`src/rtl/io_bridge_pkg.sv`:
```
// ---------------------------------------------------------------------------
// io_bridge_pkg
//   Shared definitions for the console register bridge:
//   - default register indices for the counter, status and halt registers
//   - bit positions inside the STATUS register
//   - register-select and halt-state enumerations
//   - clog2 and count-saturation helpers
// ---------------------------------------------------------------------------
package io_bridge_pkg;

  localparam int DEFAULT_CHAN_BASE     = 0;
  localparam int DEFAULT_COUNTER_INDEX = 4093;
  localparam int DEFAULT_STATUS_INDEX  = 4094;
  localparam int DEFAULT_HALT_INDEX    = 4095;

  // STATUS = {count[7:0], 4'b0, halt_pending, overflow, full, empty}
  localparam int STATUS_EMPTY_BIT        = 0;
  localparam int STATUS_FULL_BIT         = 1;
  localparam int STATUS_OVERFLOW_BIT     = 2;
  localparam int STATUS_HALT_PENDING_BIT = 3;
  localparam int STATUS_COUNT_LSB        = 8;

  typedef enum logic [2:0] {
    SEL_NONE    = 3'd0,
    SEL_CHAN    = 3'd1,
    SEL_COUNTER = 3'd2,
    SEL_STATUS  = 3'd3,
    SEL_HALT    = 3'd4
  } reg_sel_e;

  typedef enum logic [1:0] {
    HALT_RUN     = 2'd0,
    HALT_PENDING = 2'd1,
    HALT_DONE    = 2'd2
  } halt_state_e;

  // Smallest r with 2**r >= value (0 for value <= 1).
  function automatic int clog2(input int value);
    int r;
    r = 0;
    for (int i = 0; i < 31; i++) begin
      if ((32'd1 << i) < value) begin
        r = i + 1;
      end
    end
    return r;
  endfunction

  // FIFO occupancy as reported in STATUS saturates at 255.
  function automatic logic [7:0] sat_count8(input logic [31:0] count);
    if (count > 32'd255) begin
      return 8'hFF;
    end else begin
      return count[7:0];
    end
  endfunction

endpackage

```
`src/rtl/io_sync_fifo.sv`:
```
// ---------------------------------------------------------------------------
// io_sync_fifo
//   Single-clock FIFO with read/write pointers carrying one extra wrap bit.
//   The head entry is held in a register, so a pushed word appears on
//   'head' one cycle after the push at the earliest (no bypass path).
//   A push while full and a pop while empty are ignored; fullness and
//   emptiness are those at the start of the cycle.
// Ports
//   clk, reset   clock, synchronous active-high reset
//   push, wdata  enqueue request and data
//   pop          dequeue request (takes effect only when not empty)
//   head         registered oldest entry (zero while empty)
//   full, empty  occupancy flags
//   count        number of stored entries (0..DEPTH)
// ---------------------------------------------------------------------------
module io_sync_fifo
  import io_bridge_pkg::*;
#(
  parameter int WIDTH = 8,
  parameter int DEPTH = 16,
  localparam int AW = clog2(DEPTH)
) (
  input  logic             clk,
  input  logic             reset,
  input  logic             push,
  input  logic [WIDTH-1:0] wdata,
  input  logic             pop,
  output logic [WIDTH-1:0] head,
  output logic             full,
  output logic             empty,
  output logic [AW:0]      count
);

  logic [WIDTH-1:0] mem_r [DEPTH];
  logic [AW:0]      wr_ptr_r;
  logic [AW:0]      rd_ptr_r;
  logic [WIDTH-1:0] head_r;

  logic             push_ok_s;
  logic             pop_ok_s;
  logic [AW:0]      rd_ptr_next_s;
  logic [AW:0]      count_after_pop_s;
  logic [WIDTH-1:0] head_next_s;

  assign count = wr_ptr_r - rd_ptr_r;
  assign empty = (wr_ptr_r == rd_ptr_r);
  assign full  = (wr_ptr_r[AW-1:0] == rd_ptr_r[AW-1:0]) && (wr_ptr_r[AW] != rd_ptr_r[AW]);
  assign head  = head_r;

  // Accepted operations and the head value after this edge.
  always_comb begin
    push_ok_s         = push && !full;
    pop_ok_s          = pop && !empty;
    rd_ptr_next_s     = rd_ptr_r + {{AW{1'b0}}, pop_ok_s};
    count_after_pop_s = count - {{AW{1'b0}}, pop_ok_s};
    // When nothing older remains, the word being pushed becomes the new head.
    if (push_ok_s && (count_after_pop_s == {(AW+1){1'b0}})) begin
      head_next_s = wdata;
    end else if (count_after_pop_s == {(AW+1){1'b0}}) begin
      head_next_s = {WIDTH{1'b0}};
    end else begin
      head_next_s = mem_r[rd_ptr_next_s[AW-1:0]];
    end
  end

  // Storage array write port.
  always_ff @(posedge clk) begin
    if (push_ok_s) begin
      mem_r[wr_ptr_r[AW-1:0]] <= wdata;
    end
  end

  // Pointers and registered head.
  always_ff @(posedge clk) begin
    if (reset) begin
      wr_ptr_r <= {(AW+1){1'b0}};
      rd_ptr_r <= {(AW+1){1'b0}};
      head_r   <= {WIDTH{1'b0}};
    end else begin
      wr_ptr_r <= wr_ptr_r + {{AW{1'b0}}, push_ok_s};
      rd_ptr_r <= rd_ptr_next_s;
      head_r   <= head_next_s;
    end
  end

endmodule

```
`src/rtl/io_console_bridge.sv`:
```
// ---------------------------------------------------------------------------
// io_console_bridge
//   Register-port peripheral for the ulisp core. Console bytes written to
//   channel registers are queued in one shared FIFO and drained over a
//   valid/ready byte stream. Also provides a status register, a free-running
//   cycle counter and a halt register that completes once the FIFO drains.
// Ports
//   clk, reset            clock, synchronous active-high reset
//   register_index        12-bit register address
//   register_read/write   read and write strobes (independent, may coincide)
//   register_write_value  16-bit write data (channels use bits [7:0])
//   register_read_value   registered read data, 1-cycle latency, held
//   tx_valid/ready        byte stream handshake
//   tx_data, tx_channel   FIFO head byte and its source channel
//   halted                sticky halt flag
// ---------------------------------------------------------------------------
module io_console_bridge
  import io_bridge_pkg::*;
#(
  parameter int NUM_CHANNELS  = 1,
  parameter int FIFO_DEPTH    = 16,
  parameter int CHAN_BASE     = DEFAULT_CHAN_BASE,
  parameter int COUNTER_INDEX = DEFAULT_COUNTER_INDEX,
  parameter int STATUS_INDEX  = DEFAULT_STATUS_INDEX,
  parameter int HALT_INDEX    = DEFAULT_HALT_INDEX,
  localparam int CW = (clog2(NUM_CHANNELS) > 1) ? clog2(NUM_CHANNELS) : 1
) (
  input  logic          clk,
  input  logic          reset,
  input  logic [11:0]   register_index,
  input  logic          register_read,
  input  logic          register_write,
  input  logic [15:0]   register_write_value,
  output logic [15:0]   register_read_value,
  output logic          tx_valid,
  input  logic          tx_ready,
  output logic [7:0]    tx_data,
  output logic [CW-1:0] tx_channel,
  output logic          halted
);

  localparam int AW = clog2(FIFO_DEPTH);
  localparam int EW = CW + 8;

  localparam logic [11:0] HALT_IDX    = 12'(HALT_INDEX);
  localparam logic [11:0] STATUS_IDX  = 12'(STATUS_INDEX);
  localparam logic [11:0] COUNTER_IDX = 12'(COUNTER_INDEX);
  localparam logic [31:0] CHAN_LO     = 32'(CHAN_BASE);
  localparam logic [31:0] CHAN_NUM    = 32'(NUM_CHANNELS);

  reg_sel_e      sel_s;
  logic [31:0]   chan_off_s;
  logic [CW-1:0] chan_s;
  logic          chan_write_s;
  logic          status_write_s;
  logic          counter_write_s;
  logic          halt_write_s;

  logic [EW-1:0] fifo_head_s;
  logic          fifo_full_s;
  logic          fifo_empty_s;
  logic [AW:0]   fifo_count_s;

  logic          overflow_r;
  logic [15:0]   counter_r;
  logic [15:0]   read_value_r;
  halt_state_e   halt_state_r;
  logic          halted_r;
  logic          halt_pending_s;
  logic [15:0]   status_s;
  logic [15:0]   read_mux_s;

  logic          unused_s;
  assign unused_s = ^{register_write_value[15:8], chan_off_s[31:CW]};

  // Index decode with fixed priority HALT > STATUS > COUNTER > channel.
  // The channel offset wraps for indices below CHAN_BASE, so one unsigned
  // compare against NUM_CHANNELS covers both range bounds.
  always_comb begin
    chan_off_s = {20'h00000, register_index} - CHAN_LO;
    chan_s     = chan_off_s[CW-1:0];
    if (register_index == HALT_IDX) begin
      sel_s = SEL_HALT;
    end else if (register_index == STATUS_IDX) begin
      sel_s = SEL_STATUS;
    end else if (register_index == COUNTER_IDX) begin
      sel_s = SEL_COUNTER;
    end else if (chan_off_s < CHAN_NUM) begin
      sel_s = SEL_CHAN;
    end else begin
      sel_s = SEL_NONE;
    end
  end

  assign chan_write_s    = register_write && (sel_s == SEL_CHAN);
  assign status_write_s  = register_write && (sel_s == SEL_STATUS);
  assign counter_write_s = register_write && (sel_s == SEL_COUNTER);
  assign halt_write_s    = register_write && (sel_s == SEL_HALT);

  io_sync_fifo #(
    .WIDTH (EW),
    .DEPTH (FIFO_DEPTH)
  ) u_fifo (
    .clk   (clk),
    .reset (reset),
    .push  (chan_write_s),
    .wdata ({chan_s, register_write_value[7:0]}),
    .pop   (tx_ready),
    .head  (fifo_head_s),
    .full  (fifo_full_s),
    .empty (fifo_empty_s),
    .count (fifo_count_s)
  );

  assign tx_valid            = !fifo_empty_s;
  assign tx_data             = fifo_head_s[7:0];
  assign tx_channel          = fifo_head_s[EW-1:8];
  assign halted              = halted_r;
  assign register_read_value = read_value_r;
  assign halt_pending_s      = (halt_state_r != HALT_RUN);

  // Sticky overflow: a channel write that finds the FIFO full is dropped,
  // even if a pop frees an entry on the same edge.
  always_ff @(posedge clk) begin
    if (reset) begin
      overflow_r <= 1'b0;
    end else if (status_write_s) begin
      overflow_r <= 1'b0;
    end else if (chan_write_s && fifo_full_s) begin
      overflow_r <= 1'b1;
    end
  end

  // Cycle counter: a write loads zero and takes precedence over counting.
  always_ff @(posedge clk) begin
    if (reset) begin
      counter_r <= 16'h0000;
    end else if (counter_write_s) begin
      counter_r <= 16'h0000;
    end else if (!halted_r) begin
      counter_r <= counter_r + 16'h0001;
    end
  end

  // Halt sequencing: request, then wait for the FIFO to drain before halting.
  always_ff @(posedge clk) begin
    if (reset) begin
      halt_state_r <= HALT_RUN;
      halted_r     <= 1'b0;
    end else begin
      case (halt_state_r)
        HALT_RUN: begin
          if (halt_write_s) begin
            halt_state_r <= HALT_PENDING;
          end
        end
        HALT_PENDING: begin
          if (fifo_empty_s) begin
            halt_state_r <= HALT_DONE;
            halted_r     <= 1'b1;
          end
        end
        HALT_DONE: begin
          halted_r <= 1'b1;
        end
        default: begin
          halt_state_r <= HALT_RUN;
          halted_r     <= 1'b0;
        end
      endcase
    end
  end

  // Status word assembly and read source selection.
  always_comb begin
    status_s = 16'h0000;
    status_s[STATUS_COUNT_LSB +: 8]   = sat_count8(32'(fifo_count_s));
    status_s[STATUS_HALT_PENDING_BIT] = halt_pending_s;
    status_s[STATUS_OVERFLOW_BIT]     = overflow_r;
    status_s[STATUS_FULL_BIT]         = fifo_full_s;
    status_s[STATUS_EMPTY_BIT]        = fifo_empty_s;
    case (sel_s)
      SEL_STATUS:  read_mux_s = status_s;
      SEL_COUNTER: read_mux_s = counter_r;
      default:     read_mux_s = 16'h0000;
    endcase
  end

  // Read data register: loads on a read strobe, otherwise holds.
  always_ff @(posedge clk) begin
    if (reset) begin
      read_value_r <= 16'h0000;
    end else if (register_read) begin
      read_value_r <= read_mux_s;
    end
  end

endmodule

```
`config.mk`:
```
export PLATFORM = sky130hd
export DESIGN_NAME = io_console_bridge
export DESIGN_NICKNAME = d
export VERILOG_FILES = /design/src/rtl/io_bridge_pkg.sv /design/src/rtl/io_sync_fifo.sv /design/src/rtl/io_console_bridge.sv
export SDC_FILE = /design/constraint.sdc
export NUM_CORES = 1
export LEC_CHECK = 0
export ABC_AREA = 0
export CORE_MARGIN = 5
export CORE_UTILIZATION = 45
export CTS_BUF_LIST = sky130_fd_sc_hd__clkbuf_16
export DETAILED_ROUTE_END_ITERATION = 16
export PLACE_DENSITY = 0.75
export SLEW_MARGIN = 20
export SYNTH_ARGS = -nofsm -noshare
export SYNTH_HDL_FRONTEND = slang
export SYNTH_SLANG_ARGS = --single-unit
```
`constraint.sdc`:
```
create_clock -name clk -period 4.7 [get_ports clk]
set_input_delay 0.47 -clock clk [delete_from_list [all_inputs] [get_ports clk]]
set_output_delay 0.47 -clock clk [all_outputs]
set_load 0.02 [all_outputs]
```
==> results.txt, run 1 <==
- Net count after synthesis: 594
- Highest-count cells in the layout ignoring fill and taps: edfxtp_1, dfxtp_1, clkdlybuf4s50_1
- Multi-input combinational cell area: 2670 um2
- Post-synthesis register bit count: 199
* Clock latency on the worst-skew pair: 0.44 ns
* Worst min path class: flop to flop
* Die ar.: 21200 um2
- Fraction of synthesis flops using an asynchronous set or reset pin: 0%
- Across all hold checks on the routed design, the worst slack comes to 0.473 ns.
- STA puts the critical path data required time at 5.00 ns.
- Setup violations remaining at the end of the flow were counted as 0.
* Via count of the first global-routing pass: 4788
* Hold-fix buffer count after cts: 0
- In the final routed layout, each cell accounts on average for 19.9 um.
* Total via count after detailed routing: 4746
* Startpoint of the worst setup timing path: u_fifo.rd_ptr_r[2]
- The sequential cells in the finished layout cover a total of 5430 um2.
- Count of instances resized after the clock tree is built: 0
- Clock transition time at the flip-flop clock pins of the worst setup and hold paths: 0.07 ns
* H-Tree Level Count: 4
- Nets: 652
- Summed over all layers, the global routing overflow is 0.
* Primary FF master, synth: edfxtp_1
- Half-perimeter wire length of the detailed placement result: 11000 um
* # diodes: 0
- Once the floorplan was initialized, standard cells occupied 46.0% of the core.
- Rel. slew slack: 32.7%
- Wirelength, routed: 16900 um
* Share of final-layout standard cells stronger than drive strength 1: 18.1%
- Total negative slack for setup checks: 0 ns
- A synthesized cell averages 15.2 um2.
- Launching element type of the critical path: flop
- In the routed layout, each cell is associated on average with a via count of 5.60.
* Violation count after the first detailed-routing iteration: 332
- Worst supply voltage drop on vdd: 0.418 mV
- Detail Route Antenna Nets: 0
- Peak fanout along the critical path: 29
- Classification of the worst setup path: flop to flop
- Placement-stage cell area: 9040 um2
- Leakage component of the power: 0.00307 uW
- The clock passes through at most 2 buffers.
- In this run the critical register-to-register path is launched from u_fifo.rd_ptr_r[2].
- In the finished design, the share of the clock period the worst path needs comes to 82.0%.
* Instance count of the mapped netlist: 547
- Setup repair after global routing left no endpoint under its margin.
- Overall fraction of global-route tracks in use: 16.1%
* Std-Cell Rows: 49
* TritonCTS clock tree: built
- The netlist uses 51 different library cells.
- Cell area after layout: 9590 um2
- The clock arrives with 0.0100 ns of skew.
- The layout has 1481 filler cells.
* Sequential element share of the synthesized area: 65.5%
- Final estimated routing congestion in global placement: 0.780
- The area growth from synthesis to layout is 15.7%.
- Transition at the pin with the smallest max-transition slack: 1.01 ns
- Min-Delay Startpoint: register_read_value[15]
- Root buffer cell: clkbuf_16
- Post-synthesis cell area: 8290 um2
- Endpoint type of the worst setup path: flop
* Count of TritonRoute iterations in the first routing pass: 5
- Measured along the y axis, the die boundary spans 146 um.
- Placeable core area: 18000 um2
* YS warnings: 0
- Maximum number of pins on one net before global-route repair: 41
* Final Hold Fails: 0
- Boundary Pins: 60
* IO buf count: 51
* Max-cap viol count: 0
* Max Slew Vio Count: 0
- EDFF count, synth: 144
- The initial antenna violation count came to 0.
- The library cell used most frequently in the layout, excluding fill and tap cells, is edfxtp_1.
* DRC violations left: 0
- Horizontal extent of the die: 146 um
- Data arrival at the endpoint of the critical path: 4.15 ns
- CTS saw 199 sinks.
- Achievable clock frequency: 260 MHz
* Number of clock buffers inserted by TritonCTS: 17
* Post-CTS Setup Bufs: 0
* Run status: completed
- The first global-routing pass estimated 26400 um of wire.
* Minimum period implied by the final worst setup slack: 3.85 ns
* Cell Pwr Density: 362 nW/um2
[worst paths after layout]
kind	endpoint	slack, ns	cells after the start
max	u_fifo.head[1]	0.85	13
min	register_read_value[15]	0.47	2
max reg2reg	u_fifo.head[1]	0.85	13
min reg2reg	register_read_value[15]	0.47	2
[Yosys cell counts (3+ instances only)]
cell	number	area share [%]
nand2_1	39	1.8
dfxtp_1	55	13
nor2b_1	9	0.68
buf_8	3	0.54
inv_1	10	0.45
nand3_1	19	1.1
mux4_2	37	10
clkbuf_1	13	0.59
and2_1	11	0.83
a311oi_1	9	0.95
o21ai_0	3	0.18
a211oi_1	10	0.91
nand2b_1	13	0.98
a21oi_1	15	0.91
nor2_1	48	2.2
ha_1	13	2.0
edfxtp_1	144	52
a21oi_2	8	0.85
a311o_2	8	1.1
nor3_1	10	0.60
xor2_1	11	1.2
nand3_2	8	0.97
buf_2	6	0.36
nand4_1	4	0.30
xnor2_1	9	0.95
[flip-flops by register name, indices dropped and copies added (netlist names)]
name                 flops
counter_r               16
halt_state_r             2
halted                   1
overflow_r               1
register_read_value     16
u_fifo.head              9
u_fifo.mem_r           144
u_fifo.rd_ptr_r          5
u_fifo.wr_ptr_r          5
[through the flow]
step / std cells / utilization (%) / worst slack, ns / total power [uW]
CTS: 847 / 53.2 / 0.849 / 3490
global route: 847 / 53.2 / 0.675 / 3600
detailed placement: 815 / 50.1 / 0.872 / 2160
global placement: 815 / 50.1 / 0.905 / 2140
floorplan: 547 / - / 1.20 / 2070
finish: 847 / 53.2 / 0.847 / 3470
[worst max-delay path: stages (launching register included)]
cell      delay (ns)
dfxtp_1         0.45
inv_1           0.07
ha_1            0.40
nand4_1         0.13
or2_2           0.36
and2_1          0.23
ha_2            0.19
ha_1            0.27
buf_4           0.38
mux4_2          0.39
and2_1          0.18
a211oi_1        0.41
a311o_2         0.19
a21oi_2         0.06
[where the power goes]
part	switching, uW	total [uW]	internal [uW]	leakage [uW]
Combinational	108	192	84.2	0.00105
Clock	659	1350	691	0.000278
Sequential	28.0	1930	1900	0.00174
Total	795	3470	2680	0.00307
[layer usage]
layer / wire [um] / share of wire (%) / track usage [%] / vias to the layer above
li1: - / - / - / 2194
met1: 6880 / 41 / 20.2 / 2365
met2: 8610 / 51 / 27.1 / 169
met3: 1150 / 6.8 / 4.55 / 18
met4: 248 / 1.5 / 4.99 / 0
met5: 0 / 0 / 0 / -
[layout make-up]
type | count | share of cell area, %
Sequential cell | 199 | 56.6
Clock inverter | 15 | 1.23
Tap cell | 229 | 2.99
Multi-Input combinational cell | 312 | 27.8
Timing Repair Buffer | 65 | 6.55
Inverter | 10 | 0.392
Clock buffer | 17 | 4.44
[kinds of logic (layout without fill, tap and decap cells)]
kind of cell               count (synthesis)  in the layout  share of synthesized area, %
DFF                                      199            199                          65.5
and+or+nand+nor                          178            178                          11.3
AOI/OAI and AO/OA                         58             58                          5.54
muxes                                     39             39                          10.3
buffers and inverters                     36            107                          2.46
xor gates and xnor gates                  23             23                          2.78
adders and majority gates                 14             14                          2.20
No activity file was read; power rests on OpenSTA's default activity.
==> run 2, diff against run 1 <==
==> constraint.sdc (replaced) <==
create_clock -name clk -period 3.86 [get_ports clk]
set_input_delay 0.386 -clock clk [delete_from_list [all_inputs] [get_ports clk]]
set_output_delay 0.386 -clock clk [all_outputs]
set_load 0.02 [all_outputs]
==> results.txt, run 2 (synthesis gave the netlist of run 1 again) <==
- In this run the power density over the cells is 443 nW/um2.
- Setup violations remaining at the end of the flow were counted as 0.
- The net count of the finished layout is 674.
- Worst clock skew on the final layout: 0.00948 ns
- Post-CTS timing repair inserted 0 buffers for setup.
- In this run the number of cells on the critical path is 12.
* Overall fraction of global-route tracks in use: 16.5%
- Summing all multi-input logic gate instances after layout gives 2660 um2.
- The number of hold buffers added after CTS was 0.
* Number of clock buffers inserted by TritonCTS: 17
- Startpoint of the worst setup timing path: u_fifo.wr_ptr_r[2]
- Leakage component of the power: 0.00320 uW
* H-Tree Level Count: 4
* Minimum period implied by the final worst setup slack: 3.64 ns
- The final route contains 4833 vias.
* Setup slack of the most critical reg-to-reg path: 0.22 ns
* Max Slew Vio Count: 0
- Clock transition time at the flip-flop clock pins of the worst setup and hold paths: 0.07 ns
- After routing, the total negative slack on setup checks comes to 0 ns.
* Cell area after layout: 9820 um2
- Peak fanout along the critical path: 30
- Horizontal extent of the die: 146 um
- Area growth, synth to finish: 18.4%
- For this run, the slowest stage of the critical path takes 0.44 ns.
* Launching element type of the critical path: flop
* TritonCTS clock tree: built
* Root buffer cell: clkbuf_16
- For this design, the slowest cell found on the critical path is ha_1.
* Initial antenna violation count: 0
- Final clock period utilization by the worst path: 94.3%
* Max-cap viol count: 0
* Std-Cell Rows: 49
* Critical path required time: 4.17 ns
- The detail route stage leaves a number of antenna-violating nets equal to 0.
- The worst hold path begins at register_read_value[13].
- # diodes: 0
- Die ar.: 21200 um2
- Most common library cell in the layout ignoring fill and taps: edfxtp_1
* Total gr overflow: 0
* Classification of the worst setup path: flop to flop
* Final routed wire length divided by cell count: 19.9 um
- Worst min-delay path endpoint: register_read_value[13]
* Highest-count cells in the layout ignoring fill and taps: edfxtp_1, dfxtp_1, clkdlybuf4s50_1
- The worst register-to-register path begins at u_fifo.wr_ptr_r[2].
- The first global-routing pass estimated 27100 um of wire.
- Mean number of vias per cell: 5.56
- Fill cell total of the finished layout: 1441
* Count of clock tree sinks: 199
- VDD sags by at most 0.430 mV.
- In this run the tightest slew margin relative to its limit is 33.7%.
- Summed over all nets, the half-perimeter wirelength after detailed placement is 11300 um.
- The kind of cell with the highest combined delay along the critical path is adder cells.
* Buf+Inv Stages, Crit Path: 1
- After detailed routing, the number of remaining DRC violations is 0.
- The register with the most flip-flops in the layout has 144 of them.
- The worst register-to-register path ends at u_fifo.head[1].
- Achievable clock frequency: 275 MHz
- For this run, the detailed router's first-pass iteration total came to 4.
- After detailed placement, the total cell area comes to 9220 um2.
- Initial standard-cell utilization of the core: 46.0%
* Unrepaired setup endpoints after global routing: no
- Gates resized during post-CTS repair numbered 0.
- At the end of routability-driven placement, the weighted congestion stood at 0.874.
* Wirelength, routed: 17300 um
- Violation count after the first detailed-routing iteration: 322
- The post-route netlist has 21.3% of its cells at a drive strength greater than 1.
- Transition at the pin with the smallest max-transition slack: 0.991 ns
* Register area: 5430 um2
* IO buf count: 51
- The via count of the first global-routing pass came to 4970.
- Worst hold path cell count: 2
- For the worst setup path, the data arrival time is 3.95 ns.
- Final Hold Fails: 0
* Series of cell instances along the critical path: ha_1 -> nand4_1 -> or2_2 -> and2_1 -> ha_2 -> ha_1 -> buf_12 -> mux4_2 -> and2_1 -> a211oi_1 -> a311o_2 -> a21oi_2
- Post-Route Hold Slack: 0.473 ns
* Worst min path class: flop to flop
- Maximum number of pins on one net before global-route repair: 33
- The clock reaches the later pin of the worst-skew pair after 0.43 ns.
* Boundary Pins: 60
* Run status: completed
- Placeable core area: 18000 um2
- The worst setup path is captured at a flop.
- Counting along the longest clock path gives a buffer depth of 2.
- From bottom edge to top edge, the die measures 146 um.
- The number of cells on the worst reg-to-reg path is 12.
* Post-route total power: 4350 uW
-- run 2: through the flow --
step	setup WS [ns]	util [%]	cells
after detailed placement	0.256	51.1	837
after floorplan	0.356	-	547
after global placement	0.337	51.1	837
after CTS	0.230	54.5	869
final	0.220	54.5	869
after global routing	0.0807	54.5	869
-- run 2: worst max-delay path by stage --
stage / endpoint / slack, ns
6_report: u_fifo.head[1] / 0.22
5_1_grt: u_fifo.head[1] / 0.08
4_1_cts: u_fifo.head[1] / 0.23
3_5_place_dp: u_fifo.head[1] / 0.26
3_3_place_gp: u_fifo.head[1] / 0.34
2_1_floorplan: u_fifo.head[8] / 0.36
-- run 2: worst min-delay path: stages (launching register included) --
cell	delay [ns]
dfxtp_1	0.31
nand2b_1	0.07
a21oi_1	0.05
-- run 2: power breakdown --
| part | internal, uW | switching [uW] | total [uW] |
|---|---|---|---|
| clock network | 934 | 835 | 1770 |
| logic | 104 | 129 | 233 |
| registers | 2310 | 33.6 | 2350 |
| total | 3350 | 998 | 4350 |
-- run 2: per-layer routing --
| layer | part of all wire, % | global-route usage [%] | wire (um) | up-vias |
|---|---|---|---|---|
| met5 | 0 | 0 | 0 | - |
| met4 | 1.8 | 5.27 | 308 | 0 |
| met3 | 6.4 | 4.86 | 1100 | 18 |
| met2 | 51 | 27.4 | 8740 | 148 |
| met1 | 41 | 20.8 | 7110 | 2429 |
| li1 | - | - | - | 2238 |
-- run 2: final cells by class --
| cell class | count | area share, % |
|---|---|---|
| clock inverter | 13 | 1.27 |
| timing repair buffer | 87 | 8.21 |
| tap | 229 | 2.92 |
| multi-input combinational | 312 | 27.1 |
| inverter | 10 | 0.382 |
| sequential | 199 | 55.3 |
| clock buffer | 19 | 4.84 |
==> run 3, diff against run 2 <==
--- a/config.mk
+++ b/config.mk
@@ -7,10 +7,11 @@
 export LEC_CHECK = 0
 export ABC_AREA = 0
 export CORE_MARGIN = 5
-export CORE_UTILIZATION = 45
+export CORE_UTILIZATION = 40
 export CTS_BUF_LIST = sky130_fd_sc_hd__clkbuf_16
 export DETAILED_ROUTE_END_ITERATION = 16
-export PLACE_DENSITY = 0.75
+export GPL_ROUTABILITY_DRIVEN = 0
+export PLACE_DENSITY = 0.69
 export SLEW_MARGIN = 20
 export SYNTH_ARGS = -nofsm -noshare
 export SYNTH_HDL_FRONTEND = slang
==> results.txt, run 3 (synthesis gave the netlist of run 1 again) <==
- Run status: completed
* Critical path required time: 4.17 ns
- Final design utilization: 48.7%
- The clock period could shrink to 3.64 ns.
* Hold-fix buffer count after cts: 0
* Final setup vio count: 0
- In the final layout, the multi-input gates occupy 2660 um2.
- Clock skew on the completed layout was measured at 0.0117 ns.
- The initial antenna violation count is 0.
- Max Slew Vio Count: 0
- For this run, the total global-route usage over all layers was measured as 15.0%.
- The slowest stage of the critical path is the mux4_2 cell.
* Peak fanout along the critical path: 21
- Cell Pwr Density: 445 nW/um2
* Initial standard-cell utilization of the core: 40.8%
- Achievable clock frequency: 274 MHz
* Register area: 5430 um2
* Maximum clock path buffer count: 2
- Endpoint type of the worst setup path: flop
* Rel. slew slack: 29.9%
* IO buf count: 51
- Leaving out fill and tap cells, the most frequent cells in the layout are edfxtp_1, dfxtp_1, clkdlybuf4s50_1.
- 0 antenna diodes ended up in the layout.
- The setup path with the least slack is of type flop to flop.
* Most repeated library cell on the critical path: and2_1
* Cell area after layout: 9890 um2
- Adding up every negative setup slack in the final design gives 0 ns.
* TritonCTS clock tree: built
* Worst min path class: flop to flop
* Worst supply voltage drop on vdd: 0.302 mV
* Total gr overflow: 0
- Placement-stage cell area: 9280 um2
- The die covers 23700 um2.
* Flip-flop count of the largest register, all copies and words added: 144
- For this design the top-level I/O count stands at 60.
- The filler cells instantiated in the layout total 1743.
- After clock tree synthesis, the clock-pin slew on the worst setup and hold paths is 0.08 ns.
* Final clock period utilization by the worst path: 94.4%
* Wirelength, routed: 17500 um
* Maximum number of pins on one net before global-route repair: 33
* Number of clock buffers inserted by TritonCTS: 17
- From bottom edge to top edge, the die measures 154 um.
- Count of instances resized after the clock tree is built: 0
* Leakage component of the power: 0.00321 uW
- The via count of the first global-routing pass came to 5038.
- Half-perimeter wire length of the detailed placement result: 11700 um
- After the first detailed-routing iteration, the DRC count stood at 289.
- Clock latency on the worst-skew pair: 0.43 ns
- Post-route total power: 4400 uW
- Mean number of vias per cell: 5.38
- Data arrival at the endpoint of the critical path: 3.96 ns
- Launching element type of the critical path: flop
- DRC violations left: 0
- CTS saw 199 sinks.
- Total via count after detailed routing: 4900
* Nets: 674
* Max-cap viol count: 0
* Share of final-layout standard cells stronger than drive strength 1: 21.1%
- The number of failing hold endpoints at the final stage was 0.
- Final routed wire length divided by cell count: 19.2 um
* Placeable core area: 20300 um2
- In this design, the stage delay of the slowest critical-path cell is 0.53 ns.
- Horizontal extent of the die: 154 um
- Compared with the post-synthesis result, the final layout area differs by 19.3%.
- Row generation in the floorplan step produced 52 rows.
* Post-CTS Setup Bufs: 0
- Transition at the pin with the smallest max-transition slack: 1.05 ns
- The worst register-to-register path has a setup slack of 0.22 ns.
- Count of TritonRoute iterations in the first routing pass: 5
- Wire length of the first global-routing pass: 27600 um
* Post-Route Hold Slack: 0.475 ns
- Setup repair after global routing left no endpoint under its margin.
- Root buffer cell: clkbuf_16
- In this run the remaining antenna-violating nets after routing total 0.
* Most common library cell in the layout ignoring fill and taps: edfxtp_1
* Series of cell instances along the critical path: ha_1 -> nand4_1 -> or2_2 -> and2_1 -> ha_2 -> buf_12 -> mux4_2 -> and2_1 -> a211oi_1 -> a311o_2 -> a21oi_2
* H-Tree Level Count: 4
run 3: layout make-up:
cell class              instances  area share, %
clock buffers                  17           4.30
clock inverters                15           1.86
inverters                      10          0.380
multi-input cells             312           26.9
flip-flops and latches        199           54.9
well taps                     270           3.42
repair buffers                 87           8.27
run 3: critical path: cells and delay by family (launching register included):
family / cells / cell delay (ns)
fa+ha+maj: 2 / 0.79
buf+inv: 1 / 0.21
mux: 1 / 0.53
compound gates: 3 / 0.66
flops: 1 / 0.40
simple gates: 4 / 0.90
run 3: worst paths after layout:
kind / from / to / cells past startpoint
setup / recovery: u_fifo.wr_ptr_r[2] / u_fifo.head[7] / 11
hold / removal: register_read_value[15] / register_read_value[15] / 2
setup reg to reg: u_fifo.wr_ptr_r[2] / u_fifo.head[7] / 11
hold reg to reg: register_read_value[15] / register_read_value[15] / 2
run 3: routing by layer:
layer / wire (um) / part of all wire, % / global-route usage (%)
met1: 7490 / 43 / 18.6
met3: 905 / 5.2 / 3.93
met5: 0 / 0 / 0
met4: 327 / 1.9 / 4.58
met2: 8770 / 50 / 25.8
run 3: per-stage QoR:
| step | setup slack [ns] | instances |
|---|---|---|
| 3_3_place_gp | 0.338 | 878 |
| 5_1_grt | 0.122 | 910 |
| 4_1_cts | 0.223 | 910 |
| 6_report | 0.216 | 910 |
| 2_1_floorplan | 0.356 | 547 |
| 3_5_place_dp | 0.230 | 878 |
run 3: where the power goes:
group          switching, uW  internal (uW)  total [uW]
clock                    829            986        1820
sequential              34.2           2310        2350
combinational            134            104         238
